$ cat config.mk
export PLATFORM = sky130hd
export DESIGN_NAME = apple_video_fetch
export DESIGN_NICKNAME = d
export VERILOG_FILES = /design/src/rtl/apple_video_fetch.sv
export SDC_FILE = /design/constraint.sdc
export NUM_CORES = 2
export LEC_CHECK = 0
export ABC_AREA = 0
export BUFFER_PORTS_ARGS = -buffer_cell sky130_fd_sc_hd__buf_2
export CAP_MARGIN = 20
export CORE_MARGIN = 2
export CORE_UTILIZATION = 30
export DETAILED_ROUTE_END_ITERATION = 7
export PLACE_DENSITY = 0.43
export SLEW_MARGIN = 20
export SYNTH_ARGS = -nofsm -noshare
export SYNTH_HDL_FRONTEND = slang
export SYNTH_SLANG_ARGS = --single-unit
$ cat constraint.sdc
create_clock -name clk_logic -period 4.6 [get_ports clk_logic]
set_input_delay 0.69 -clock clk_logic [delete_from_list [all_inputs] [get_ports clk_logic]]
set_output_delay 0.69 -clock clk_logic [all_outputs]
set_load 0.03 [all_outputs]
$ cat src/rtl/apple_video_fetch.sv
// apple_video_fetch: fetches one Apple II video scanline from SDRAM into a ping-pong line buffer.
// Optional aborted-line counter enabled by APPLE_VIDEO_FETCH_OVERRUN_CNT_EN.
module apple_video_fetch #(
    parameter int LINE_WORDS      = 64,
    parameter int MAX_OUTSTANDING = 4
) (
    input  logic                          clk_logic,
    input  logic                          system_reset,
    input  logic                          line_start_i,
    input  logic [15:0]                   base_addr_i,
    input  logic                          bank_i,
    input  logic [$clog2(LINE_WORDS):0]   word_count_i,
    output logic                          mem_rd_o,
    output logic [20:0]                   mem_addr_o,
    input  logic                          mem_ready_i,
    input  logic                          mem_q_valid_i,
    input  logic [31:0]                   mem_q_i,
    input  logic [$clog2(LINE_WORDS)-1:0] rd_addr_i,
    output logic [31:0]                   rd_data_o,
    output logic                          busy_o,
    output logic                          line_done_o,
    output logic [15:0]                   overrun_count_o
);
    localparam int AW = $clog2(LINE_WORDS);
    localparam int CW = AW + 1;
    localparam logic [1:0] IDLE = 2'd0, FETCH = 2'd1, ABORT_DRAIN = 2'd2;

    logic [1:0]    state;
    logic          fill_sel, bank;
    logic [14:0]   word_addr;
    logic [CW-1:0] count, issued, resp_idx, resp_next;
    logic [3:0]    outstanding, out_next;
    logic          accept, resp, write;
    logic [31:0]   line_buf [2*LINE_WORDS];

    assign mem_rd_o   = state == FETCH && issued < count && outstanding < 4'(MAX_OUTSTANDING);
    assign mem_addr_o = {5'b0, bank, word_addr};
    assign busy_o     = state != IDLE;
    assign accept     = mem_rd_o && mem_ready_i;
    // responses with nothing outstanding are stray and must not disturb the count
    assign resp       = mem_q_valid_i && outstanding != 4'd0;
    assign write      = resp && state == FETCH;
    assign out_next   = outstanding + 4'(accept) - 4'(resp);
    assign resp_next  = resp_idx + CW'(write);

    always_ff @(posedge clk_logic) begin
        if (system_reset) begin
            state       <= IDLE;
            fill_sel    <= 1'b0;
            bank        <= 1'b0;
            word_addr   <= 15'd0;
            count       <= '0;
            issued      <= '0;
            resp_idx    <= '0;
            outstanding <= 4'd0;
            line_done_o <= 1'b0;
        end else begin
            line_done_o <= 1'b0;
            outstanding <= out_next;
            if (accept) begin
                word_addr <= word_addr + 15'd1;
                issued    <= issued + CW'(1);
            end
            if (write) resp_idx <= resp_next;
            if (line_start_i) begin
                bank      <= bank_i;
                word_addr <= 15'(base_addr_i >> 1);
                count     <= word_count_i;
                issued    <= '0;
                resp_idx  <= '0;
                // an aborted line keeps filling the same half so the displayed half stays intact
                if (state == IDLE) begin
                    fill_sel    <= ~fill_sel;
                    state       <= word_count_i == '0 ? IDLE : FETCH;
                    line_done_o <= word_count_i == '0;
                end else begin
                    state <= (state == FETCH && out_next == 4'd0) ? FETCH : ABORT_DRAIN;
                end
            end else if (state == FETCH && resp_next == count) begin
                state       <= IDLE;
                line_done_o <= 1'b1;
            end else if (state == ABORT_DRAIN && out_next == 4'd0) begin
                state <= FETCH;
            end
        end
    end

    always_ff @(posedge clk_logic) begin
        if (write) line_buf[{fill_sel, resp_idx[AW-1:0]}] <= mem_q_i;
        rd_data_o <= line_buf[{~fill_sel, rd_addr_i}];
    end

`ifdef APPLE_VIDEO_FETCH_OVERRUN_CNT_EN
    logic [15:0] overrun_cnt;
    always_ff @(posedge clk_logic) begin
        if (system_reset) overrun_cnt <= 16'd0;
        else if (line_start_i && state != IDLE && overrun_cnt != 16'hFFFF) overrun_cnt <= overrun_cnt + 16'd1;
    end
    assign overrun_count_o = overrun_cnt;
`else
    assign overrun_count_o = 16'h0;
`endif
endmodule

==> impl_summary.txt <==
----------------------------------------------------
[Status]
  Result of the run ... complete, no violations

[Floorplanning]
  Core Rows ... 265
  Chip Width ... 726 um
  Die Height ... roughly 730 um
  Initial standard-cell utilization of the core ... 30.1%
  Number of I/O pins ... 139
  Area inside the core boundary ... between 500,000 and 600,000 um^2
  Full die area ... roughly 530,000 um^2

[Placement]
  Post-placement worst setup slack ... 0.469 ns
  Port buffer count ... 116
  Gp weighted congestion ... slightly below 0.8
  HPWL Detailed ... 274 mm

[Clock tree]
  Clock root buffer ... sky130_fd_sc_hd__clkbuf_16
  Worst-skew pair later-pin latency ... 1.04 ns
  Cts repair resizes ... 0
  H-tree level count ... 5
  Cts hold-fix bufs ... 23
  Number of clock sinks ... 4,173
  Number of buffers created by CTS ... 449
  Post-CTS Setup Bufs ... 0
  Maximum number of buffers from clock root to sink ... 4
  Clock edge transition at the registers on the reported setup and hold paths ... roughly 0.060 ns
  CTS tree ... yes

[Global route]
  Global-route wire length before repair ... 648 mm
  Maximum number of pins on one net before global-route repair ... 129
  Grt total ovfl ... 0
  Via count of the first global-routing pass ... 78,600
  Number of antenna violations at the first check in global routing ... 39
  Total track usage ... between 15 and 20%

[STA]
  Post-route setup slack ... 0.927 ns
  Post-route setup TNS ... 0 ns
  Finish-stage setup viols ... 0
  Min Tclk post-route ... 3.67 ns
  Final clock skew ... 0.0942 ns
  RSZ-0062 raised after global routing ... false
  Slew at the pin with the worst max-slew slack ... 1.20 ns
  Maximum operating frequency ... 272 MHz
  Pins Over Slew Limit ... 0
  Number of failing hold endpoints at the final stage ... 0
  Headroom to the max-slew limit ... 19.8%
  Fraction of the cycle the final worst path needs ... 79.9%

[Drt]
  DR vias ... 75,400
  Count of TritonRoute iterations in the first routing pass ... 6
  Final routed wirelength across all metal layers ... 471 mm
  Antenna Nets Post-Route ... 0
  Via density per instance ... 5.09
  DRC violation count after routing ... 0
  DR iter-0 viols ... 7,777
  Wire length per cell after detailed routing ... 31.8 um

[Critical path]
  Setup crit start kind ... register
  Capturing element type of the critical path ... register
  CP Data Arrival Time ... between 4 and 5 ns
  Crit Path Max Fanout ... 27
  Data required, critical path ... 5.42 ns
  Crit path largest cell delay ... 0.42 ns
  Highest-delay cell along the critical path ... sky130_fd_sc_hd__fa_1
  Classification of the worst setup path ... reg2reg
  Critical path cell sequence ... inv_1 -> ha_1 -> a21oi_1 -> o21ai_0 -> nor2_2 -> o21a_1 -> inv_4 -> ha_1 -> inv_1 -> ha_1 -> inv_1 -> fa_1 -> xor2_1 -> nand4b_1 -> a21o_1 -> o2bb2ai_1

[Synth]
  Mapped Avg Cell Area ... 23.1 um^2
  Number of instances in the synthesized netlist ... 6,762
  Most common flop cell mapped by yosys ... sky130_fd_sc_hd__edfxtp_1
  Number of distinct library cells after synthesis ... 58
  Number of storage elements in the synthesis netlist ... between 4,000 and 5,000
  Summed instance area of the synthesized netlist ... 156,000 um^2
  Number of enable flip-flop cells after synthesis ... 4,096
  Fraction of the yosys area taken by sequential cells ... between 70% and 80%
  Yosys warning total ... 0
  Ys async rst share ... 0%

[Worst hold path]
  Worst min-delay path category ... in2reg

[Cells and area]
  Final layout net count ... 7,566
  Area added between synthesis and finish ... 18.2%
  Fraction of final layout cells sized beyond drive strength 1 ... 30.5%
  FILL cells ... approximately 48,000
  Final standard cell utilization of the core ... 35.5%

[Pwr]
  Power density normalized to cell area ... 441 nW/um^2
  IR drop worst, VDD ... 339 uV
  Static leakage ... about 56 nW

[Job]
  Number of maximum-capacitance violations ... 0

----------------------------------------------------
through the flow:
stage / cells / total power [W] / instance area [um^2] / hold slack (ns)
global placement: 13900 / 0.0479 / 170000 / 0.493
detailed placement: 14000 / 0.0479 / 170000 / 0.506
finish: 14800 / 0.0815 / 185000 / 0.0802
CTS: 14800 / 0.0825 / 185000 / 0.00286
floorplan: 6782 / 0.0451 / 156000 / 0.462
global route: 14800 / 0.0840 / 185000 / 0.0508
worst paths after layout:
path | start | endpoint | slack (ns) | depth (start not counted)
setup / recovery | count[4] | state[1] | 0.93 | 16
hold / removal | mem_q_i[14] | line_buf[99][14] | 0.08 | 1
setup reg to reg | count[4] | state[1] | 0.93 | 16
hold reg to reg | bank | bank | 0.51 | 2
metal layers:
| layer | share of wire [%] | vias to the layer above | wire length (um) | GRT usage (%) |
|---|---|---|---|---|
| li1 | - | 30700 | - | - |
| met5 | 0.017 | - | 79 | 0 |
| met3 | 5.2 | 534 | 24300 | 2.64 |
| met2 | 50 | 2032 | 237000 | 30.2 |
| met4 | 2.2 | 12 | 10600 | 3.66 |
| met1 | 42 | 42100 | 199000 | 23.4 |
synth_stat cells (3+ instances only):
cell type	count	area share [%]
sky130_fd_sc_hd__or3_1	9	0.036
sky130_fd_sc_hd__a21oi_1	11	0.035
sky130_fd_sc_hd__edfxtp_1	4096	79
sky130_fd_sc_hd__a221oi_1	4	0.022
sky130_fd_sc_hd__o21ai_0	14	0.045
sky130_fd_sc_hd__and2_1	4	0.016
sky130_fd_sc_hd__buf_1	56	0.13
sky130_fd_sc_hd__nand4_1	8	0.032
sky130_fd_sc_hd__a311oi_1	6	0.034
sky130_fd_sc_hd__xnor2_1	9	0.050
sky130_fd_sc_hd__nor2b_1	7	0.028
sky130_fd_sc_hd__inv_1	26	0.062
sky130_fd_sc_hd__dfxtp_1	77	0.99
sky130_fd_sc_hd__nand2_1	37	0.089
sky130_fd_sc_hd__o22ai_1	576	2.3
sky130_fd_sc_hd__nor2_1	208	0.50
sky130_fd_sc_hd__a21o_1	3	0.014
sky130_fd_sc_hd__nand2b_1	3	0.012
sky130_fd_sc_hd__nand3b_1	5	0.024
sky130_fd_sc_hd__o31ai_1	3	0.014
sky130_fd_sc_hd__ha_1	15	0.12
sky130_fd_sc_hd__xor2_1	10	0.056
sky130_fd_sc_hd__nand4b_1	4	0.022
sky130_fd_sc_hd__nand3_1	13	0.042
sky130_fd_sc_hd__buf_4	35	0.17
sky130_fd_sc_hd__and3_1	6	0.024
sky130_fd_sc_hd__nor3_1	3	0.0096
sky130_fd_sc_hd__clkbuf_1	188	0.45
sky130_fd_sc_hd__mux2i_1	10	0.064
sky130_fd_sc_hd__or4_1	3	0.014
sky130_fd_sc_hd__a211oi_1	5	0.024
sky130_fd_sc_hd__nor4_1	130	0.52
sky130_fd_sc_hd__mux4_2	1024	15
sky130_fd_sc_hd__buf_2	123	0.39
registers in the layout, indices dropped and copies added (netlist names), 2 cells and up:
signal,flops
count,7
issued,7
line_buf,4096
outstanding,4
rd_data_o,32
resp_idx,7
state,2
word_addr,15
layout make-up:
| cell class | count | area (um^2) | share of cell area (%) |
|---|---|---|---|
| Tap cell | 6942 | 8690 | 4.70 |
| Timing Repair Buffer | 653 | 6480 | 3.51 |
| Clock buffer | 585 | 11900 | 6.42 |
| Clock inverter | 246 | 2050 | 1.11 |
| Sequential cell | 4173 | 125000 | 67.4 |
| Inverter | 27 | 104 | 0.0562 |
| Multi-Input combinational cell | 2179 | 30900 | 16.7 |
| Antenna cell | 7 | 17.5 | 0.00949 |
logic make-up after synthesis:
logic type               synth area share (%)
flip-flops                               79.7
multiplexers                             14.8
AO/OA/AOI/OAI                            2.59
AND/OR/NAND/NOR                          1.41
buffers and inverters                    1.22
XOR/XNOR                                0.107
adder cells (fa/ha/maj)                 0.133
other                                 0.00240
critical path: cells and delay by family, from the launching register on:
family	cells	cell delay, ns
buffers and inverters	4	0.34
adder cells (fa/ha/maj)	4	1.22
AND/OR/NAND/NOR	2	0.39
AO/OA/AOI/OAI	5	0.95
flip-flops	1	0.40
XOR/XNOR	1	0.20
cells in the final DEF (no fill, tap or decap), types with 11 or more instances in the layout:
cell and instances:
sky130_fd_sc_hd__o22ai_1 576, sky130_fd_sc_hd__buf_12 134, sky130_fd_sc_hd__nor2_1 79, sky130_fd_sc_hd__clkbuf_1 129
sky130_fd_sc_hd__clkinv_1 108, sky130_fd_sc_hd__clkinv_2 80, sky130_fd_sc_hd__mux4_2 1024, sky130_fd_sc_hd__nand2_1 33
sky130_fd_sc_hd__inv_1 26, sky130_fd_sc_hd__conb_1 21, sky130_fd_sc_hd__nor2_4 128, sky130_fd_sc_hd__buf_4 410
sky130_fd_sc_hd__dlygate4sd3_1 23, sky130_fd_sc_hd__dfxtp_1 77, sky130_fd_sc_hd__a21oi_1 11, sky130_fd_sc_hd__buf_2 82
sky130_fd_sc_hd__nor4_1 125, sky130_fd_sc_hd__clkbuf_16 452, sky130_fd_sc_hd__bufinv_16 23, sky130_fd_sc_hd__o21ai_0 14
sky130_fd_sc_hd__ha_1 15, sky130_fd_sc_hd__edfxtp_1 4096
power breakdown:
| part | leakage [nW] | internal, W | switching [W] |
|---|---|---|---|
| sequential | 37.4 | 0.0419 | 0.000225 |
| clock | 6.77 | 0.0194 | 0.0150 |
| combinational | 12.0 | 0.00164 | 0.00324 |
| total | 56.2 | 0.0630 | 0.0185 |
(Power assumes the default switching activity.)
